`src/rtl/sample_packer_if.sv`:
```
// Sample-in / packed-word-out bus for the error-matrix packer.
// The control side drives start/level/samples; the packer drives status and writes.
interface sample_packer_if #(
    parameter int ADDR_W = 12
);
    logic              start;
    logic [1:0]        level;
    logic [7:0]        sample_in;
    logic              sample_valid;
    logic              busy;
    logic              wr_en;
    logic [ADDR_W-1:0] wr_addr;
    logic [63:0]       wr_data;
    logic              done;
    logic              err;

    modport master (
        output start, level, sample_in, sample_valid,
        input  busy, wr_en, wr_addr, wr_data, done, err
    );

    modport slave (
        input  start, level, sample_in, sample_valid,
        output busy, wr_en, wr_addr, wr_data, done, err
    );
endinterface

```
`src/rtl/sample_packer.sv`:
```
// Packs Gaussian error samples into 64-bit words of four 16-bit coefficients
// and writes one Frodo error matrix (N x 8 samples) to memory per start.
module sample_packer #(
    parameter int ADDR_W    = 12,
    parameter int BASE_ADDR = 0
) (
    input logic          clk,
    input logic          rst_n,
    sample_packer_if.slave bus
);
    typedef enum logic [1:0] {
        IDLE = 2'd0,
        RUN  = 2'd1,
        DONE = 2'd2
    } state_t;

    state_t            state;
    state_t            state_nxt;
    logic [1:0]        lvl;
    logic [1:0]        lane;
    logic [ADDR_W-1:0] words;
    logic [ADDR_W-1:0] total;
    logic [47:0]       part;
    logic [15:0]       coef;
    logic              take;

    always_comb begin
        total = '0;
        unique case (1'b1)
            lvl == 2'b01: total = ADDR_W'(2688);
            lvl == 2'b10: total = ADDR_W'(1952);
            lvl == 2'b11: total = ADDR_W'(1280);
            default:      total = '0;
        endcase
    end

    // Level 11 works mod 2^15, so the sign-extended top bit is dropped.
    always_comb begin
        coef = {{8{bus.sample_in[7]}}, bus.sample_in};
        if (lvl == 2'b11) coef[15] = 1'b0;
    end

    assign take = (state == RUN) && bus.sample_valid && (words != total);

    always_ff @(posedge clk or posedge rst_n) begin
        if (rst_n) state <= IDLE;
        else       state <= state_nxt;
    end

    always_comb begin
        state_nxt = state;
        bus.busy  = 1'b0;
        bus.done  = 1'b0;
        unique case (state)
            IDLE: begin
                if (bus.start && bus.level != 2'b00) state_nxt = RUN;
            end
            RUN: begin
                bus.busy = 1'b1;
                if (bus.wr_en && words == total) state_nxt = DONE;
            end
            DONE: begin
                bus.done  = 1'b1;
                state_nxt = IDLE;
            end
            default: state_nxt = IDLE;
        endcase
    end

    always_ff @(posedge clk or posedge rst_n) begin
        if (rst_n) begin
            lvl         <= 2'b00;
            lane        <= 2'd0;
            words       <= '0;
            part        <= '0;
            bus.wr_en   <= 1'b0;
            bus.wr_addr <= '0;
            bus.wr_data <= '0;
            bus.err     <= 1'b0;
        end else begin
            bus.wr_en <= 1'b0;
            bus.err   <= 1'b0;
            if (state == IDLE && bus.start) begin
                if (bus.level == 2'b00) begin
                    bus.err <= 1'b1;
                end else begin
                    lvl   <= bus.level;
                    lane  <= 2'd0;
                    words <= '0;
                    part  <= '0;
                end
            end
            if (take) begin
                lane <= lane + 2'd1;
                unique case (lane)
                    2'd0: part[15:0]  <= coef;
                    2'd1: part[31:16] <= coef;
                    2'd2: part[47:32] <= coef;
                    2'd3: begin
                        bus.wr_data <= {coef, part};
                        bus.wr_addr <= ADDR_W'(BASE_ADDR) + words;
                        bus.wr_en   <= 1'b1;
                        words       <= words + 1'b1;
                    end
                    default: ;
                endcase
            end
        end
    end
endmodule

```
`src/flat_wrapper.sv`:
```
// flat-port wrapper written by rule: the top's interface ports become plain ports
module sample_packer_flat 
#(
    parameter int ADDR_W    = 12,
    parameter int BASE_ADDR = 0
)
  (clk, rst_n, bus_start, bus_level, bus_sample_in, bus_sample_valid, bus_busy, bus_wr_en, bus_wr_addr, bus_wr_data, bus_done, bus_err);
  sample_packer_if #(.ADDR_W(ADDR_W)) bus_i ();
  input logic clk;
  input logic rst_n;
  input wire logic [$bits(bus_i.start)-1:0] bus_start;
  input wire logic [$bits(bus_i.level)-1:0] bus_level;
  input wire logic [$bits(bus_i.sample_in)-1:0] bus_sample_in;
  input wire logic [$bits(bus_i.sample_valid)-1:0] bus_sample_valid;
  output wire logic [$bits(bus_i.busy)-1:0] bus_busy;
  output wire logic [$bits(bus_i.wr_en)-1:0] bus_wr_en;
  output wire logic [$bits(bus_i.wr_addr)-1:0] bus_wr_addr;
  output wire logic [$bits(bus_i.wr_data)-1:0] bus_wr_data;
  output wire logic [$bits(bus_i.done)-1:0] bus_done;
  output wire logic [$bits(bus_i.err)-1:0] bus_err;
  assign bus_i.start = bus_start;
  assign bus_i.level = bus_level;
  assign bus_i.sample_in = bus_sample_in;
  assign bus_i.sample_valid = bus_sample_valid;
  assign bus_busy = bus_i.busy;
  assign bus_wr_en = bus_i.wr_en;
  assign bus_wr_addr = bus_i.wr_addr;
  assign bus_wr_data = bus_i.wr_data;
  assign bus_done = bus_i.done;
  assign bus_err = bus_i.err;
  sample_packer #(.ADDR_W(ADDR_W), .BASE_ADDR(BASE_ADDR)) u_core (.clk(clk), .rst_n(rst_n), .bus(bus_i));
endmodule
```
`config.mk`:
```
export PLATFORM = sky130hd
export DESIGN_NAME = sample_packer_flat
export DESIGN_NICKNAME = d
export VERILOG_FILES = /design/src/rtl/sample_packer_if.sv /design/src/rtl/sample_packer.sv /design/src/flat_wrapper.sv
export SDC_FILE = /design/constraint.sdc
export NUM_CORES = 1
export LEC_CHECK = 0
export ABC_AREA = 1
export CAP_MARGIN = 20
export CORE_ASPECT_RATIO = 0.5
export CORE_MARGIN = 4
export CORE_UTILIZATION = 40
export CTS_CLUSTER_DIAMETER = 30
export CTS_CLUSTER_SIZE = 16
export DETAILED_ROUTE_END_ITERATION = 6
export DONT_BUFFER_PORTS = 1
export GPL_ROUTABILITY_DRIVEN = 1
export PLACE_DENSITY = 0.58
export SYNTH_ARGS = -nofsm -noshare
export SYNTH_HDL_FRONTEND = slang
export SYNTH_SLANG_ARGS = --single-unit
```
`constraint.sdc`:
```
create_clock -name clk -period 7 [get_ports clk]
set_input_delay 0.7 -clock clk [delete_from_list [all_inputs] [get_ports clk]]
set_output_delay 0.7 -clock clk [all_outputs]
set_load 0.01 [all_outputs]
```
### Word level (Yosys, flattened, before mapping)

Index checks and enable logic that the tools add are counted.

* register bits after elaboration: 144
* bits of input ports: 14
* output and inout port bits: 80
* logic and storage cells: 63

* $add $sub $neg: 2
* equal/unequal tests: 13
* multiplexer cells: 24
* bitwise logic cells: 1
* reductions and logical operators: 14

Operators by type and width (number)
* 48-bit 2-to-1 mux: 3
* 12-bit 2-to-1 mux: 4
* 16-bit 2-to-1 mux: 3
* 12-bit case mux with 3 select lines: 1
* 12-bit by 1-bit adder with 12-bit output, second input constant: 1
* 12-bit equality test: 1
* 12-bit != test: 1
* 2-bit equality test, second input constant: 5
* 2-bit 2-to-1 mux: 5
* 2-bit AND reduction: 4
* 1-bit 2-to-1 mux: 7
* 2-bit by 1-bit equality test with 1-bit output, second input constant: 3
* 2-bit zero test: 3
* 1-bit logical AND: 5
* 2-bit by 1-bit != test with 1-bit output, second input constant: 2
* 2-bit case mux with 2 select lines: 1
* 2-bit nonzero test: 2
* 2-bit by 1-bit adder with 2-bit output, second input constant: 1
* 2-bit != test, second input constant: 1
* 1-bit NOT: 1

### Depth between registers and ports, before layout

* depth in word-level cells: 6
* gate-level depth with buffers: 13
* gate-level depth less buffers: 11

### Worst setup path after synthesis

No wires, ideal clock.

* kind: register -> register
* start: register u_core.lvl[0]
* end: register u_core.part[16]
* setup time: 65 ps
* arrival: 1594 ps
* required time: 6935 ps
* slack: 5342 ps
* stages on the path, launching flop included: 13
* buffers on the path: 1
* period minus slack after synthesis: 1658 ps
* cell sequence: dfrtp_1 -> inv_1 -> ha_1 -> inv_1 -> nand2_1 -> nand3_1 -> inv_1 -> nand2_1 -> nor2_1 -> nor2_2 -> clkbuf_1 -> nand2_1 -> nand2_1

* longest elaborated chain between the ends: 5
* elaborated cells between the ends (all ways): 7
* classes of those cells: eq/ne: 4; mux: 2; reduce/logical: 1

Ends and longest elaborated chain
* from (decl): line sample_packer.sv:19 `logic [1:0] lvl;`
* from (signal assigned): line sample_packer.sv:87 `lvl <= bus.level;`
* 2-bit equality test, or another cell as far along: line sample_packer.sv:32 `lvl == 2'b11: total = ADDR_W'(1280);`
* 12-bit case mux with 3 select lines (*): line sample_packer.sv:29 `unique case (1'b1)`
* 12-bit != test (*): line sample_packer.sv:43 `assign take = (state == RUN) && bus.sample_valid && (words != total);`
* 1-bit logical AND (*): line sample_packer.sv:43
* 48-bit 2-to-1 mux (*): line sample_packer.sv:93 `if (take) begin`
* to (signal assigned): line sample_packer.sv:97 `2'd1: part[31:16] <= coef;`
* to (decl): line sample_packer.sv:23 `logic [47:0] part;`

Every way passes the cells marked *; elsewhere a longest branch is shown, timed or not.
A chain may end at the register's enable or synchronous reset.

### Worst setup path in the final report

* start: register u_core.lvl[0]
* end: register u_core.bus.wr_addr[2]

* longest elaborated chain between the ends: 5
* elaborated cells between the ends (all ways): 7
* classes of those cells: eq/ne: 4; mux: 1; reduce/logical: 2

Ends and longest elaborated chain
* 2-bit equality test, or another cell as far along: line sample_packer.sv:32
* 12-bit case mux with 3 select lines (*): line sample_packer.sv:29
* 12-bit != test (*): line sample_packer.sv:43
* 1-bit logical AND (*): line sample_packer.sv:43
* 2-bit AND reduction (no source line) (*)
* to (signal assigned): line sample_packer.sv:101 `bus.wr_addr <= ADDR_W'(BASE_ADDR) + words;`
* to (decl): line sample_packer_if.sv:24 `output busy, wr_en, wr_addr, wr_data, done, err`

Marks and branches as above.

==> summary by stage <==
Global route
The initial antenna violation count is 0. For this run the aggregate overflow at the end of global routing stands at 0. The number of global-route vias before repair is 5488. The all-layer global routing usage is 0.193. Entering global routing, the biggest net connects 88 pins.

The first global-routing pass estimated 30700 µm of wire.

Final layout
The final core utilization is 0.451. In the final design database the tool counted 907 nets. The filler cell count in the final layout is 1649. The repair_antennas step left the layout with diodes totalling 0. The fraction of layout cells with a size suffix above 1 is 0.0525. The number of non-filler instances in the completed layout is 1123.

From synthesis to final layout, the design area changed by 8.17%.

Clock tree
The number of clock buffers added by TritonCTS is 17. Once the clock tree was built, the resizer swapped 0 gates to a different size. After clock tree synthesis, the clock-pin slew on the worst setup and hold paths is 0.06 ns. The cell chosen for the clock root is clkbuf_16. TritonCTS built the clock tree. The count of clock tree sinks is 137.

The hold buffer count at CTS is 0. The maximum number of buffers from clock root to sink is 2. The post-CTS repair timing setup buffer count is 0. CTS built an H-tree with a depth of 4. The insertion delay to the later sink of the worst-skew pair is 0.42 ns.

STA
Adding up every negative setup slack in the final design gives 0 ns. The clock tree skew after final layout is 0.0138 ns. In the finished design, the share of the clock period the worst path needs comes to 0.486. Setup violations remaining at the end of the flow were counted as 0.

Timing would allow up to 0.294 GHz. Setup repair after global routing left no endpoint under its margin. The tightest slew margin relative to the limit is 0.351. The number of max-slew violations in the final report is 0. The transition time of the tightest slew-check pin is 0.974 ns. Subtracting the final worst setup slack from the clock period gives 3.40 ns. The total count of hold-check failures in the final report is 0.

Power and ir drop
The leakage power summed over all cells is 4.08 nW. The part of the power in combinational logic is 0.342. The switching power as a share of total power is 0.444.

Of the total power, registers draw 0.404. Cell internal power was estimated by the tool at 0.00203 W. The portion of total power attributed to the clock network is 0.254. The switching power summed over all nets is 0.00163 W. Dividing total power by cell area gives a power density of 486 nW/µm². IR analysis of the VDD net gives a maximum drop of 215 µV.

Logic synthesis
The area share of the leading cell type in the synthesized netlist is 0.492. Synthesis produced a netlist whose cell count is 927. The sequential-to-total area share from yosys stat is 0.492. The synthesized area per cell is 7.51 µm². The summed instance area of the synthesized netlist is 6970 µm². Sorting the synthesized cells by area gives the leading types as dfrtp_1 49%, nand2_1 23%, nand4_1 6.6%. Counting every net in the synthesized netlist gives 950.

The number of storage elements in the synthesis netlist is 137. The dominant cell type by area after synthesis is dfrtp_1. In this run, distinct cell masters in the synthesized netlist total 21. Yosys printed 0 warnings.

Worst setup path
The largest fanout of any net on the critical path is 74. Data on the critical path is required at its endpoint by 7.30 ns. The arrival time at the worst endpoint is 3.70 ns. STA classifies the critical path endpoint as a flop.

The signal on the critical path passes through inv_1 -> ha_1 -> inv_1 -> nand2_1 -> nand3_1 -> nor2_1 -> nand2_2 -> buf_4 -> nand3_2 -> buf_4 -> nand2_1 -> nand2_1. The library cell contributing the largest single delay on the critical path is nand3_2. The stage delay of the slowest cell on the critical path is 0.77 ns. The most repeated library cell on the critical path is nand2_1. The worst setup path is launched from a flop. By startpoint and endpoint, the worst setup path is classified as flop to flop.

Floorplan
The site row count is 33. From left edge to right edge, the die measures 195 µm. In this run the count of I/O pins placed on the die edge is 94. The core region is 16700 µm². Measured along the y axis, the die boundary spans 101 µm.

The effective utilization at floorplan is 0.417. The die footprint is 19700 µm².

Drt
The final wirelength is 18900 µm. The vias per cell is 5.23. The post-route DRC violation count is 0.

The first detailed-routing pass ran for 5 iterations. The number of nets with antenna violations after routing is 0. The routed wire length per instance is 16.8 µm. The first-iteration detailed-routing DRC count is 522.

The final route contains 5870 vias.

Outcome
The run finished with clean final reports.

Placement
Detailed placement ended at an HPWL of 11300 µm. The number of placed instances, taps included, is 1092. At the end of routability-driven placement, the weighted congestion stood at 0.889. The count of port buffers added during placement is 0.

Job
The total of max-cap violations is 0.

Worst hold path
The path class of the lowest-slack min-delay path is input pin to asynchronous set/reset pin.
-- cell families (layout without fill, tap and decap cells) --
kind of cell / Yosys count / after routing / share of synthesized area
flops: 137 / 137 / 0.492
buf+inv: 129 / 98 / 0.0877
fa+ha+maj: 9 / 9 / 0.0162
xor+xnor: 2 / 2 / 0.00252
compound gates: 71 / 71 / 0.0510
simple gates: 579 / 579 / 0.350
-- routing by layer --
layer  wire (µm)  vias up  GRT usage
li1            -     2884          -
met1        9010     2840      0.279
met2        8530      117      0.284
met3         957       29     0.0475
met4         421        0     0.0729
met5           0        -          0
-- path summary, 6_finish.rpt --
check | startpoint | end | slack (ns) | depth (start not counted)
max | u_core.lvl[0] | u_core.bus.wr_addr[2] | 3.60 | 12
min | rst_n | u_core.bus.wr_addr[9] | 0.23 | 1
max reg2reg | u_core.lvl[0] | u_core.bus.wr_addr[2] | 3.60 | 12
min reg2reg | u_core.part[20] | u_core.bus.wr_data[20] | 0.53 | 2
max in group asynchronous | rst_n | u_core.bus.wr_data[54] | 5.42 | 2
min in group clk | bus_sample_in[1] | u_core.bus.wr_data[49] | 0.43 | 2
-- power groups by stage --
| stage | clock network, W | logic, W | registers (W) |
|---|---|---|---|
| after floorplan | 0 | 0.00109 | 0.00137 |
| after global placement | 0 | 0.00122 | 0.00149 |
| after detailed placement | 0 | 0.00125 | 0.00150 |
| after CTS | 0.000947 | 0.00126 | 0.00148 |
| after global routing | 0.000988 | 0.00144 | 0.00152 |
| final | 0.000929 | 0.00125 | 0.00148 |
-- worst max-delay path: cells and delay by family, from the launching register on --
| family | cells | cell delay, ns |
|---|---|---|
| adders and majority gates | 1 | 0.33 |
| buffers and inverters | 4 | 1.30 |
| DFF | 1 | 0.39 |
| and+or+nand+nor | 7 | 1.18 |
-- metrics by stage --
step	instance area, µm²	total power, W	hold slack, ns	setup slack (ns)
2_1_floorplan	6970	0.00247	0.491	2.63
3_3_place_gp	6930	0.00271	0.505	3.63
3_5_place_dp	6930	0.00275	0.509	3.57
4_1_cts	7530	0.00369	0.251	3.58
5_1_grt	7530	0.00395	0.283	3.28
6_report	7530	0.00366	0.233	3.60
-- cell usage in the layout (no fill, tap or decap), types with 7 or more instances in the layout --
| master | instances |
|---|---|
| nand4_1 | 74 |
| dfrtp_1 | 137 |
| o21ai_1 | 15 |
| ha_1 | 8 |
| clkbuf_16 | 17 |
| o21ai_0 | 50 |
| nand2_1 | 428 |
| inv_1 | 56 |
| nand3_1 | 43 |
| nor2_1 | 28 |
| buf_4 | 7 |
-- cells in the mapped netlist --
| library cell | number |
|---|---|
| inv_2 | 3 |
| nor2_1 | 28 |
| nor2_2 | 1 |
| a21oi_1 | 6 |
| o21ai_0 | 50 |
| nand2_1 | 430 |
| nand2_8 | 1 |
| nand3_2 | 1 |
| nand4_1 | 74 |
| o21ai_1 | 15 |
| buf_1 | 1 |
| buf_2 | 35 |
| ha_1 | 9 |
| dfrtp_1 | 137 |
| clkbuf_1 | 16 |
| xor2_1 | 2 |
| buf_4 | 12 |
| nor3b_1 | 1 |
| buf_6 | 5 |
| nand3_1 | 43 |
| inv_1 | 57 |
-- flip-flops by register name (all words and copies together) (netlist names) --
name,count
u_core.state,2
u_core.bus.wr_addr,12
u_core.part,48
u_core.bus.wr_data,57
u_core.lane,2
u_core.lvl,2
u_core.bus.err,1
u_core.words,12
u_core.bus.wr_en,1
-- layout make-up --
cell class,count,area (µm²),area share
clock buffers,18,429,0.0570
flip-flops and latches,137,3430,0.455
multi-input cells,661,2940,0.390
clock inverters,13,171,0.0227
inverters,60,230,0.0306
well taps,227,284,0.0377
repair buffers,7,52.6,0.00697
Note: power is estimated with default switching activity, not from simulation.
